$ cat src/rtl/inst_axi_rd_bridge_pkg.sv
// Shared widths, AXI encodings and FSM state type for the instruction-fetch AXI read bridge.
package inst_axi_rd_bridge_pkg;

  localparam int unsigned INST_ADDR_BUS = 32;
  localparam int unsigned INST_BUS      = 32;

  localparam logic [1:0] AXI_RESP_OKAY  = 2'b00;
  localparam logic [2:0] AXI_SIZE_WORD  = 3'b010;
  localparam logic [1:0] AXI_BURST_INCR = 2'b01;

  typedef enum logic [1:0] {
    StIdle,
    StAddr,
    StData,
    StResp
  } fetch_state_e;

endpackage

$ cat src/rtl/ifetch_hit_buf.sv
// One-entry fetch buffer {valid, addr, data}; valid is only cleared by reset since
// instruction memory is read-only.
module ifetch_hit_buf
  import inst_axi_rd_bridge_pkg::*;
(
  input  logic                     cpu_clk_50M,
  input  logic                     cpu_rst_n,
  input  logic [INST_ADDR_BUS-1:0] lookup_addr,
  output logic                     lookup_hit,
  output logic [INST_BUS-1:0]      lookup_data,
  input  logic                     fill_en,
  input  logic [INST_ADDR_BUS-1:0] fill_addr,
  input  logic [INST_BUS-1:0]      fill_data
);

  logic                     valid_q;
  logic [INST_ADDR_BUS-1:0] addr_q;
  logic [INST_BUS-1:0]      data_q;

  always_ff @(posedge cpu_clk_50M) begin
    if (cpu_rst_n) begin
      valid_q <= 1'b0;
      addr_q  <= '0;
      data_q  <= '0;
    end else if (fill_en) begin
      valid_q <= 1'b1;
      addr_q  <= fill_addr;
      data_q  <= fill_data;
    end
  end

  always_comb begin
    lookup_hit  = valid_q && (lookup_addr == addr_q);
    lookup_data = data_q;
  end

endmodule

$ cat src/rtl/inst_axi_rd_bridge.sv
// IF-stage fetch responder: one outstanding fetch converted to a single-beat AXI4 read.
// Define IFETCH_HIT_BUF_EN to add a one-entry hit buffer that bypasses AXI on repeat fetches.
module inst_axi_rd_bridge
  import inst_axi_rd_bridge_pkg::*;
#(
  parameter int unsigned         AXI_ID_W = 4,
  parameter logic [AXI_ID_W-1:0] AXI_ID   = '0
) (
  input  logic                     cpu_clk_50M,
  input  logic                     cpu_rst_n,
  input  logic                     ice,
  input  logic [INST_ADDR_BUS-1:0] iaddr,
  input  logic                     flush,
  output logic [INST_BUS-1:0]      inst,
  output logic                     if_data_ok,
  output logic                     bus_err,
  output logic [AXI_ID_W-1:0]      arid,
  output logic [INST_ADDR_BUS-1:0] araddr,
  output logic [7:0]               arlen,
  output logic [2:0]               arsize,
  output logic [1:0]               arburst,
  output logic                     arvalid,
  input  logic                     arready,
  input  logic [AXI_ID_W-1:0]      rid,
  input  logic [INST_BUS-1:0]      rdata,
  input  logic [1:0]               rresp,
  input  logic                     rlast,
  input  logic                     rvalid,
  output logic                     rready
);

  fetch_state_e             state_q, state_d;
  logic [INST_ADDR_BUS-1:0] araddr_q, araddr_d;
  logic                     arvalid_q, arvalid_d;
  logic                     rready_q, rready_d;
  logic [INST_BUS-1:0]      inst_q, inst_d;
  logic                     ok_q, ok_d;
  logic                     err_q, err_d;
  logic                     drop_q, drop_d;
  logic                     fill_en;
  logic                     buf_hit;
  logic [INST_BUS-1:0]      buf_data;

  // Single-beat reads only: rid and rlast carry no information here.
  logic unused_r;
  assign unused_r = ^{rid, rlast};

`ifdef IFETCH_HIT_BUF_EN
  ifetch_hit_buf u_hit_buf (
    .cpu_clk_50M (cpu_clk_50M),
    .cpu_rst_n   (cpu_rst_n),
    .lookup_addr (iaddr),
    .lookup_hit  (buf_hit),
    .lookup_data (buf_data),
    .fill_en     (fill_en),
    .fill_addr   (araddr_q),
    .fill_data   (rdata)
  );
`else
  assign buf_hit  = 1'b0;
  assign buf_data = '0;
  logic unused_fill;
  assign unused_fill = fill_en;
`endif

  always_comb begin
    state_d   = state_q;
    araddr_d  = araddr_q;
    arvalid_d = arvalid_q;
    rready_d  = rready_q;
    inst_d    = inst_q;
    ok_d      = 1'b0;
    err_d     = 1'b0;
    drop_d    = drop_q;
    fill_en   = 1'b0;
    unique case (state_q)
      StIdle: begin
        if (ice && !flush) begin
          if (buf_hit) begin
            inst_d  = buf_data;
            ok_d    = 1'b1;
            state_d = StResp;
          end else begin
            araddr_d  = iaddr;
            arvalid_d = 1'b1;
            state_d   = StAddr;
          end
        end
      end
      StAddr: begin
        if (flush) drop_d = 1'b1;
        if (arready) begin
          arvalid_d = 1'b0;
          rready_d  = 1'b1;
          state_d   = StData;
        end
      end
      StData: begin
        if (rvalid) begin
          rready_d = 1'b0;
          // A flush in the completion cycle itself also makes this beat stale.
          if (drop_q || flush) begin
            drop_d  = 1'b0;
            state_d = StIdle;
          end else begin
            inst_d  = rdata;
            ok_d    = 1'b1;
            err_d   = (rresp != AXI_RESP_OKAY);
            fill_en = (rresp == AXI_RESP_OKAY);
            state_d = StResp;
          end
        end else if (flush) begin
          drop_d = 1'b1;
        end
      end
      StResp: begin
        state_d = StIdle;
      end
      default: begin
        state_d = StIdle;
      end
    endcase
  end

  always_ff @(posedge cpu_clk_50M) begin
    if (cpu_rst_n) begin
      state_q   <= StIdle;
      araddr_q  <= '0;
      arvalid_q <= 1'b0;
      rready_q  <= 1'b0;
      inst_q    <= '0;
      ok_q      <= 1'b0;
      err_q     <= 1'b0;
      drop_q    <= 1'b0;
    end else begin
      state_q   <= state_d;
      araddr_q  <= araddr_d;
      arvalid_q <= arvalid_d;
      rready_q  <= rready_d;
      inst_q    <= inst_d;
      ok_q      <= ok_d;
      err_q     <= err_d;
      drop_q    <= drop_d;
    end
  end

  assign inst       = inst_q;
  assign if_data_ok = ok_q;
  assign bus_err    = err_q;
  assign arid       = AXI_ID;
  assign araddr     = araddr_q;
  assign arlen      = 8'd0;
  assign arsize     = AXI_SIZE_WORD;
  assign arburst    = AXI_BURST_INCR;
  assign arvalid    = arvalid_q;
  assign rready     = rready_q;

endmodule

$ cat config.mk
export PLATFORM = sky130hd
export DESIGN_NAME = inst_axi_rd_bridge
export DESIGN_NICKNAME = d
export VERILOG_FILES = /design/src/rtl/inst_axi_rd_bridge_pkg.sv /design/src/rtl/ifetch_hit_buf.sv /design/src/rtl/inst_axi_rd_bridge.sv
export SDC_FILE = /design/constraint.sdc
export NUM_CORES = 1
export LEC_CHECK = 0
export CAP_MARGIN = 20
export CORE_ASPECT_RATIO = 2
export CORE_UTILIZATION = 55
export CTS_BUF_LIST = sky130_fd_sc_hd__clkbuf_4 sky130_fd_sc_hd__clkbuf_8
export CTS_CLUSTER_SIZE = 25
export DETAILED_ROUTE_END_ITERATION = 8
export DONT_BUFFER_PORTS = 1
export HOLD_SLACK_MARGIN = 0.05
export PLACE_DENSITY = 0.7
export SYNTH_ARGS = -nofsm -noshare
export SYNTH_HDL_FRONTEND = slang
export SYNTH_HIERARCHICAL = 1
export SYNTH_SLANG_ARGS = --single-unit
export TNS_END_PERCENT = 100
$ cat constraint.sdc
create_clock -name cpu_clk_50M -period 1.82 [get_ports cpu_clk_50M]
set_input_delay 0.182 -clock cpu_clk_50M [delete_from_list [all_inputs] [get_ports cpu_clk_50M]]
set_output_delay 0.182 -clock cpu_clk_50M [all_outputs]
set_load 0.05 [all_outputs]
==> results of run 1 <==
[worst min-delay path: cells and delay by family]
kind | cells | cell delay [ns]
AO/OA/AOI/OAI | 2 | 0.12
AND/OR/NAND/NOR | 1 | 0.08
[layer usage]
| metal | track usage (%) | vias to the layer above | share of wire, % |
|---|---|---|---|
| met5 | 0 | - | 0 |
| met4 | 11.5 | 0 | 2.0 |
| met3 | 9.59 | 13 | 7.5 |
| met2 | 45.4 | 115 | 54 |
| met1 | 22.1 | 1177 | 37 |
| li1 | - | 1217 | - |
[per-stage QoR]
step           util [%]  instances  setup slack [ns]
4_1_cts            73.9        456             0.265
2_1_floorplan         -        355             0.345
3_5_place_dp       55.1        372             0.302
3_3_place_gp       55.1        372             0.326
6_report           73.9        456             0.215
5_1_grt            73.9        456             0.128
[what timing repair did]
action,4_1_cts,5_1_grt
endpoints found under the setup margin,0,0
endpoints found under the hold margin,71,0
hold buffers,68,0
[flip-flops by register name, summed over array words and instances, names as in the netlist]
name        count
drop_q          1
state_q         2
bus_err         1
araddr         32
rready          1
arvalid         1
inst           32
if_data_ok      1
[cell type report]
type / count / area, µm² / area share [%]
Clock buffer: 11 / 151 / 3.95
Clock inverter: 5 / 128 / 3.33
Multi-Input combinational cell: 237 / 1310 / 34.0
Sequential cell: 71 / 1420 / 37.1
Tap cell: 58 / 72.6 / 1.89
Timing Repair Buffer: 74 / 756 / 19.7
[cells in the final DEF (no fill, tap or decap)]
master / count
nor2_1: 6
buf_4: 5
a21oi_1: 36
dlygate4sd3_1: 67
clkinvlp_4: 1
clkbuf_8: 11
nand2b_1: 33
nor3_1: 4
nand4b_1: 32
o21ai_1: 22
nand2_2: 1
a2bb2oi_1: 1
bufinv_16: 4
dfxtp_1: 71
nor2b_1: 1
and2_1: 1
nand3b_1: 2
nor4b_4: 2
o21ai_0: 11
buf_16: 1
nand2_1: 64
o21a_1: 1
conb_1: 17
or2b_1: 1
a21boi_0: 1
or4b_4: 1
buf_12: 1
[power by group through the flow]
stage          Clock [W]  Combinational, W  Sequential, W
6_report         0.00169          0.000438        0.00181
5_1_grt          0.00177          0.000471        0.00182
4_1_cts          0.00173          0.000429        0.00181
3_5_place_dp           0          0.000281        0.00185
3_3_place_gp           0          0.000276        0.00184
2_1_floorplan          0          0.000314        0.00184
[logic make-up (layout without fill, tap and decap cells)]
family | count (synthesis) | after routing | synth area share, %
and+or+nand+nor | 148 | 148 | 29.4
AOI/OAI and AO/OA | 72 | 72 | 12.4
DFF | 71 | 71 | 47.9
buffers and inverters | 47 | 90 | 10.1
other | 2 | 17 | 0.253
[worst paths after layout]
kind	start	end	slack, ns	cells past startpoint
min reg2reg	rready$_SDFFE_PP0P_	rready$_SDFFE_PP0P_	0.53	2
max reg2reg	state_q[0]$_SDFFE_PP0P_	araddr[1]$_SDFFE_PP0P_	0.21	3
max	state_q[0]$_SDFFE_PP0P_	araddr[1]$_SDFFE_PP0P_	0.21	3
min	flush	state_q[1]$_SDFFE_PP0P_	0.09	3
==> reports/metrics.csv, run 1 <==
stage;metric;value;unit
floorplan;die_h;106;µm
floorplan;core;0.00518;mm²
yosys;synth-edff-count;0;
clock_tree;ctsResizeCount;0;
min_path;hold_class;in2reg;
timing;final_max_slew_viol_count;0;
yosys;synth_cells;340;
yosys;syn_area;0.00297;mm²
worst_setup_path;start_kind;register;
clock_tree;post_cts_buffers;0;
worst_setup_path;cp_num_buf_inv;0;
timing;rsz0062_at_grt;no;
worst_setup_path;path_cells;or4b_4, nand2_1, a21oi_1;
timing;worstMarginPinSlew;0.558;ns
clock_tree;clock_latency;0.34;ns
yosys;ys_seq_area_share;47.9;%
power_and_ir_drop;irDropWorstVdd;0.00112;V
power_and_ir_drop;pwr-share-comb;11.1;%
floorplan;initial_core_util;57.3;%
worst_setup_path;crit_slowest_cell;or4b_4;
yosys;syn_area_per_cell;8.74;µm²
worst_setup_path;crit_type;reg2reg;
floorplan;die_w;54.0;µm
power_and_ir_drop;p_clk_share;42.9;%
global_route;overflow;0;
cells_and_area;areaGrowthSynthToFinish;29.1;%
outcome;status;complete, no violations;
yosys;async_flop_share;0;%
power_and_ir_drop;powerDensity;1030;mW/mm²
yosys;synth_common_cells;71 x dfxtp_1, 64 x nand2_1, 36 x a21oi_1, 33 x nand2b_1, 32 x nand4b_1;
global_route;track_usage;24.9;%
power_and_ir_drop;power;0.00394;W
clock_tree;clkTransAtPathRegs;0.07;ns
placement;io_buffer_count;0;
timing;min_period;1.61;ns
yosys;synth.area.top_cells;dfxtp_1 48%, nand4b_1 9.4%, nand2_1 8.1%;
placement;place.gp.congestion;0.725;
detailed_routing;final_antenna_net_count;0;
detailed_routing;via_per_inst;5.53;
timing;fin_crit_sh;88.2;%
flow_run;max-cap-violations;0;
yosys;yosys_warnings;6;
clock_tree;cts_made_buffers;9;
worst_setup_path;critPathMaxFanout;32;
worst_setup_path;critPathArrivalTime;1.82;ns
detailed_routing;wirelength;7250;µm
detailed_routing;routedWlPerCell;15.9;µm
yosys;synth-seq-cells;71;
worst_setup_path;cp-end-kind;register;
yosys;ys.flop_type;dfxtp_1;
detailed_routing;dr_total_vias;2522;
global_route;grt_max_degree;104;
power_and_ir_drop;swShare;25.9;%
timing;relSlewSlack;62.8;%
power_and_ir_drop;p_leak;1.39;nW
floorplan;die_area;0.00572;mm²
cells_and_area;design_area;0.00383;mm²
worst_setup_path;critPathTopFamily;simple AND/OR/NAND/NOR gates;
cells_and_area;drive_above_1_share;6.78;%
cells_and_area;fin_nets;470;
worst_setup_path;critPathMaxStageDelay;0.76;ns
placement;dp_hpwl;3880;µm
clock_tree;h-tree-depth;3;
global_route;grt_pass1_vias;2353;
clock_tree;cts_sinks;71;
timing;fin_tns_setup;0;ns
detailed_routing;dr.pass1.iters;5;
yosys;yosysMostFrequentCell;dfxtp_1;
power_and_ir_drop;power.switching;0.00102;W
cells_and_area;n_fill_cell;358;
power_and_ir_drop;power_frac_seq;46.0;%
clock_tree;clock-root-buffer;clkbuf_8;
timing;fin_hold_ws;0.0872;ns
floorplan;rows;37;
yosys;yosysTopAreaCell;dfxtp_1;
power_and_ir_drop;p_int;0.00292;W
timing;fmaxAchievable;623;MHz
timing;skew;0.00372;ns
detailed_routing;post-route-drc-count;0;
floorplan;ios;162;
clock_tree;cts_tree;done;
timing;setup_violations;0;
detailed_routing;first_iter_violations;97;
global_route;grt_pass1_wl;10300;µm
timing;hold_viol;0;
clock_tree;cts_buffer_depth;2;
global_route;antenna_found_initial;0;
yosys;synth.top_cell.area_share;47.9;%
yosys;ys_types;25;
cells_and_area;antenna_cells;0;
placement;place_area;0.00286;mm²
worst_setup_path;cp.required;2.03;ns
(Power assumes the default switching activity.)
==> inputs of run 2 (changes only) <==
Settings changed: SETUP_SLACK_MARGIN from default to 0.3, SKIP_LAST_GASP from default to 1.
==> run 2 against run 1 <==
Net effect: sequential power is essentially flat; critical path depth unchanged; non-clock buffer count grew 24; die area did not move; worst setup slack gained 0.16 ns; highest routed layer unchanged.
==> reports/metrics.csv, run 2 (synthesis results as in run 1) <==
stage;metric;value;unit
power_and_ir_drop;powerDensity;960;mW/mm²
detailed_routing;wirelength;8030;µm
worst_setup_path;cp-end-kind;register;
flow_run;max-cap-violations;0;
timing;fmaxAchievable;690;MHz
global_route;grt_pass1_vias;2616;
clock_tree;clock-root-buffer;clkbuf_8;
power_and_ir_drop;power_frac_seq;45.8;%
worst_setup_path;cp.required;2.06;ns
global_route;overflow;0;
detailed_routing;wirelength_met1;2990;µm
worst_setup_path;start_kind;register;
timing;final_max_slew_viol_count;0;
cells_and_area;drive_above_1_share;12.3;%
detailed_routing;dr_total_vias;2645;
clock_tree;cts_tree;done;
global_route;antenna_found_initial;0;
worst_setup_path;regToRegSetupSlack;0.37;ns
placement;place.gp.congestion;0.725;
timing;fin_hold_ws;0.0811;ns
clock_tree;h-tree-depth;3;
power_and_ir_drop;swShare;25.9;%
timing;fin_tns_setup;0;ns
placement;io_buffer_count;0;
detailed_routing;wl_met3;579;µm
clock_tree;clkTransAtPathRegs;0.07;ns
cells_and_area;final_common_cell;dlygate4sd3_1;
detailed_routing;final_antenna_net_count;0;
timing;fin_crit_sh;79.6;%
worst_setup_path;crit_slowest_cell;dlygate4sd3_1;
outcome;status;complete, no violations;
floorplan;ios;162;
detailed_routing;top_layer;met4;
clock_tree;clock_latency;0.34;ns
power_and_ir_drop;p_leak;1.44;nW
cells_and_area;areaGrowthSynthToFinish;38.8;%
worst_setup_path;path_cells;nand2b_1, dlygate4sd3_1, o21ai_0;
cells_and_area;fin_nets;494;
timing;min_period;1.45;ns
floorplan;rows;37;
clock_tree;cts_made_buffers;9;
power_and_ir_drop;p_int;0.00293;W
cells_and_area;design_area;0.00412;mm²
clock_tree;cts_buffer_depth;2;
detailed_routing;via_per_inst;5.51;
worst_setup_path;cp_num_buf_inv;1;
worst_setup_path;critPathMaxFanout;2;
worst_setup_path;critPathTopFamily;buffers and inverters;
global_route;grt_pass1_wl;11800;µm
cells_and_area;final_cell_mix;91 x dlygate4sd3_1, 64 x nand2_1, 46 x dfxtp_1;
floorplan;die_w;54.0;µm
placement;place_area;0.00286;mm²
timing;skew;0.00479;ns
floorplan;die_area;0.00572;mm²
detailed_routing;post-route-drc-count;0;
floorplan;die_h;106;µm
worst_setup_path;critPathArrivalTime;1.69;ns
floorplan;core;0.00518;mm²
floorplan;initial_core_util;57.3;%
worst_setup_path;critPathMaxStageDelay;0.56;ns
timing;hold_viol;0;
power_and_ir_drop;power.switching;0.00103;W
power_and_ir_drop;irDropWorstVdd;0.00111;V
detailed_routing;dr.pass1.iters;4;
detailed_routing;routedWlPerCell;16.7;µm
timing;rsz0062_at_grt;yes;
min_path;hold_class;in2reg;
power_and_ir_drop;pwr-share-comb;11.2;%
worst_setup_path;crit_type;reg2reg;
timing;setup_violations;0;
timing;worstMarginPinSlew;0.556;ns
cells_and_area;antenna_cells;0;
power_and_ir_drop;p_clk_share;43.0;%
clock_tree;cts_sinks;71;
global_route;track_usage;28.4;%
clock_tree;post_cts_buffers;0;
timing;relSlewSlack;62.9;%
global_route;grt_max_degree;80;
placement;dp_hpwl;3880;µm
detailed_routing;wl_met2;4220;µm
detailed_routing;first_iter_violations;98;
## run 2: changes by cell type in the layout (fill, tap and decap cells not counted)
| cell | previous run | this run |
|---|---|---|
| buf_4 | 5 | 3 |
| dfxtp_2 | 0 | 25 |
| dlygate4sd3_1 | 67 | 91 |
| dfxtp_1 | 71 | 46 |
| buf_6 | 0 | 1 |
| buf_12 | 1 | 2 |
## run 2: worst min-delay path, cell delays in order
cell and delay, ns:
o21ai_0 0.06, nand3b_1 0.08, a21oi_1 0.06
## run 2: metrics by stage
stage / power [W] / instances / setup slack [ns] / util, %
2_1_floorplan: 0.00215 / 355 / 0.345 / -
6_report: 0.00396 / 480 / 0.371 / 79.5
3_5_place_dp: 0.00213 / 372 / 0.302 / 55.1
3_3_place_gp: 0.00212 / 372 / 0.326 / 55.1
4_1_cts: 0.00397 / 480 / 0.302 / 78.6
5_1_grt: 0.00408 / 480 / 0.287 / 79.5
## run 2: final timing paths
path                                       startpoint  cells past startpoint                 endpoint
worst max register to register  inst[14]$_SDFFE_PP0P_                      3    inst[14]$_SDFFE_PP0P_
worst max-delay path            inst[14]$_SDFFE_PP0P_                      3    inst[14]$_SDFFE_PP0P_
worst min-delay path                            flush                      3  state_q[1]$_SDFFE_PP0P_
worst min register to register    rready$_SDFFE_PP0P_                      2      rready$_SDFFE_PP0P_
## run 2: power groups by stage
stage	registers, W	logic, W	clock network, W
after floorplan	0.00184	0.000314	0
after global placement	0.00184	0.000276	0
after detailed placement	0.00185	0.000281	0
after CTS	0.00181	0.000429	0.00173
after global routing	0.00182	0.000475	0.00178
final	0.00181	0.000444	0.00170
## run 2: what timing repair did
action                                  in CTS  in global routing
gates resized for setup                      0                 29
pin swaps                                    1                  0
hold buffers                                92                  0
hold endpoints to repair                    71                  0
endpoints found under the setup margin       4                 67
## run 2: per-layer routing
layer	GRT usage, %	up-vias
met4	15.6	0
met3	8.30	22
met1	27.7	1233
li1	-	1268
met5	0	-
met2	49.6	122
## run 2: layout make-up
cell class              count  area (µm²)
repair buffers             98        1010
clock inverters             5         128
clock buffers              11         151
multi-input cells         237        1310
well taps                  58        72.6
flip-flops and latches     71        1450
fillers                   310        1060
==> inputs of run 3 (changes only) <==
Clock period 1.82 ns to 1.44 ns, I/O delays scaled along.
==> run 3 against run 2 <==
Net effect: the run now ends with negative hold slack left; clock skew rose by 0.0025 ns; highest routed layer unchanged; flip-flop and latch count unchanged; routed wire length is 13% higher; critical path depth up 3; utilization increased by 6.6 points; critical path type unchanged; register-to-register slack got worse by 0.31 ns; critical endpoint is now araddr[14]$_SDFFE_PP0P_; combinational power up 110%; sequential power is 15% higher; hold slack worse by 0.18 ns.
==> reports/metrics.csv, run 3 (synthesis results as in run 1) <==
stage;metric;value;unit
outcome;status;finished with violations;
outcome;violations;negative hold slack;
worst_setup_path;critPathMaxFanout;8;
worst_setup_path;cp-end-kind;register;
global_route;grt_max_degree;104;
timing;rsz0062_at_grt;yes;
detailed_routing;wirelength;9040;µm
timing;skew;0.00724;ns
global_route;grt_util_met2;49.0;%
global_route;antenna_found_initial;0;
placement;place_area;0.00338;mm²
floorplan;rows;37;
global_route;use_met3;7.01;%
floorplan;die_h;106;µm
floorplan;die_w;54.0;µm
timing;fmaxAchievable;723;MHz
timing;min_period;1.38;ns
worst_setup_path;regToRegStartpoint;state_q[1]$_SDFFE_PP0P_;
power_and_ir_drop;powerDensity;1060;mW/mm²
detailed_routing;routedWlPerCell;17.9;µm
detailed_routing;final_antenna_net_count;0;
clock_tree;cts_buffer_depth;2;
cells_and_area;final_cell_mix;68 x buf_4, 65 x dfxtp_1, 45 x nand2_1;
timing;fin_hold_ws;-0.103;ns
min_path;hold_start;cpu_rst_n;
power_and_ir_drop;irDropWorstVdd;0.00104;V
min_path;hold_class;in2reg;
global_route;track_usage;27.3;%
floorplan;initial_core_util;57.3;%
clock_tree;h-tree-depth;3;
global_route;grt_pass1_wl;11400;µm
detailed_routing;dr.pass1.iters;4;
detailed_routing;via_per_inst;5.60;
global_route;grt_pass1_vias;2573;
timing;hold_viol;41;
clock_tree;cts_hold_buf;34;
worst_setup_path;r2r_cells;6;
cells_and_area;drive_above_1_share;37.7;%
placement;dp_hpwl;4440;µm
timing;setup_violations;0;
floorplan;core;0.00518;mm²
power_and_ir_drop;p_leak;1.78;nW
clock_tree;clkTransAtPathRegs;0.07;ns
flow_run;max-cap-violations;0;
cells_and_area;n_fill_cell;299;
timing;fin_tns_setup;0;ns
min_path;holdPathEnd;araddr[17]$_SDFFE_PP0P_;
cells_and_area;design_area;0.00447;mm²
cells_and_area;areaGrowthSynthToFinish;50.3;%
clock_tree;clock-root-buffer;clkbuf_8;
timing;final_max_slew_viol_count;0;
worst_setup_path;r2r-end;araddr[14]$_SDFFE_PP0P_;
global_route;busiest_layer;met2;
cells_and_area;antenna_cells;0;
clock_tree;cts_made_buffers;9;
detailed_routing;first_iter_violations;99;
timing;fin_crit_sh;96.0;%
floorplan;die_area;0.00572;mm²
placement;place.gp.congestion;0.804;
cells_and_area;final_common_cell;buf_4;
worst_setup_path;critPathArrivalTime;1.64;ns
clock_tree;cts_sinks;71;
clock_tree;cts_tree;done;
min_path;worstHoldPathCells;1;
worst_setup_path;start_kind;register;
worst_setup_path;crit_type;reg2reg;
worst_setup_path;cp.required;1.70;ns
global_route;use_met1;26.6;%
placement;io_buffer_count;0;
cells_and_area;fin_nets;519;
detailed_routing;dr_total_vias;2822;
clock_tree;clock_latency;0.34;ns
floorplan;ios;162;
detailed_routing;post-route-drc-count;0;
worst_setup_path;regToRegSetupSlack;0.06;ns
global_route;overflow;0;
## run 3: changes by cell type in the layout (fill, tap and decap cells not counted), moves of 5 or more
cell and change:
a21oi_1 -22, a21oi_2 +22, buf_4 +65, buf_6 +5, clkbuf_16 +7, dfxtp_1 +19
dfxtp_2 -22, dlygate4sd3_1 -57, nand2_1 -19, nand2_2 +16, o21ai_0 -6, o21ai_2 +10
## run 3: layout make-up
type / count / area [µm²] / area share (%)
Clock buffer: 11 / 145 / 3.25
Multi-Input combinational cell: 238 / 1520 / 34.1
Sequential cell: 71 / 1440 / 32.2
Clock inverter: 4 / 70.1 / 1.57
Tap cell: 58 / 72.6 / 1.63
Timing Repair Buffer: 122 / 1220 / 27.3
## run 3: where the power goes
part           leakage [nW]  total, W  internal (W)  switching, W
Sequential            0.580   0.00208       0.00203     0.0000496
Combinational          1.09  0.000927      0.000364      0.000563
Clock                 0.113   0.00172       0.00103      0.000694
## run 3: layer usage
metal / vias to the layer above / share of wire, %
li1: 1331 / -
met1: 1348 / 34
met2: 120 / 58
met3: 23 / 6.0
met4: 0 / 2.4
met5: - / 0
## run 3: timing repair
item                                    4_1_cts  5_1_grt
setup buffers                                 3        3
endpoints found under the hold margin        71       71
resized for setup                             6       77
endpoints found under the setup margin       67       71
pin swaps                                     1       39
cloned                                        2        9
## run 3: worst max path at each step
stage | startpoint | slack (ns) | end | cells past startpoint
after floorplan | state_q[1]$_SDFFE_PP0P_ | 0.0006 | araddr[0]$_SDFFE_PP0P_ | 6
after global placement | state_q[1]$_SDFFE_PP0P_ | 0.07 | araddr[9]$_SDFFE_PP0P_ | 3
after detailed placement | state_q[1]$_SDFFE_PP0P_ | 0.04 | araddr[25]$_SDFFE_PP0P_ | 3
after CTS | state_q[1]$_SDFFE_PP0P_ | 0.09 | araddr[1]$_SDFFE_PP0P_ | 5
after global routing | state_q[1]$_SDFFE_PP0P_ | 0.01 | araddr[14]$_SDFFE_PP0P_ | 6
final | state_q[1]$_SDFFE_PP0P_ | 0.06 | araddr[14]$_SDFFE_PP0P_ | 6
## run 3: critical path: stages (launching register included)
cell       delay [ns]
dfxtp_4          0.36
buf_6            0.12
nor4b_4          0.25
buf_6            0.19
clkbuf_16        0.17
nand2_1          0.06
a21oi_1          0.15
## run 3: stage by stage
stage | setup slack (ns) | cells | total power, W | util [%] | hold WS [ns]
2_1_floorplan | 0.000591 | 355 | 0.00273 | - | 0.280
3_3_place_gp | 0.0735 | 438 | 0.00278 | 65.3 | 0.221
3_5_place_dp | 0.0415 | 438 | 0.00279 | 65.3 | 0.222
4_1_cts | 0.0882 | 492 | 0.00460 | 77.5 | -0.143
5_1_grt | 0.0106 | 504 | 0.00490 | 86.1 | -0.143
6_report | 0.0575 | 504 | 0.00473 | 86.1 | -0.103
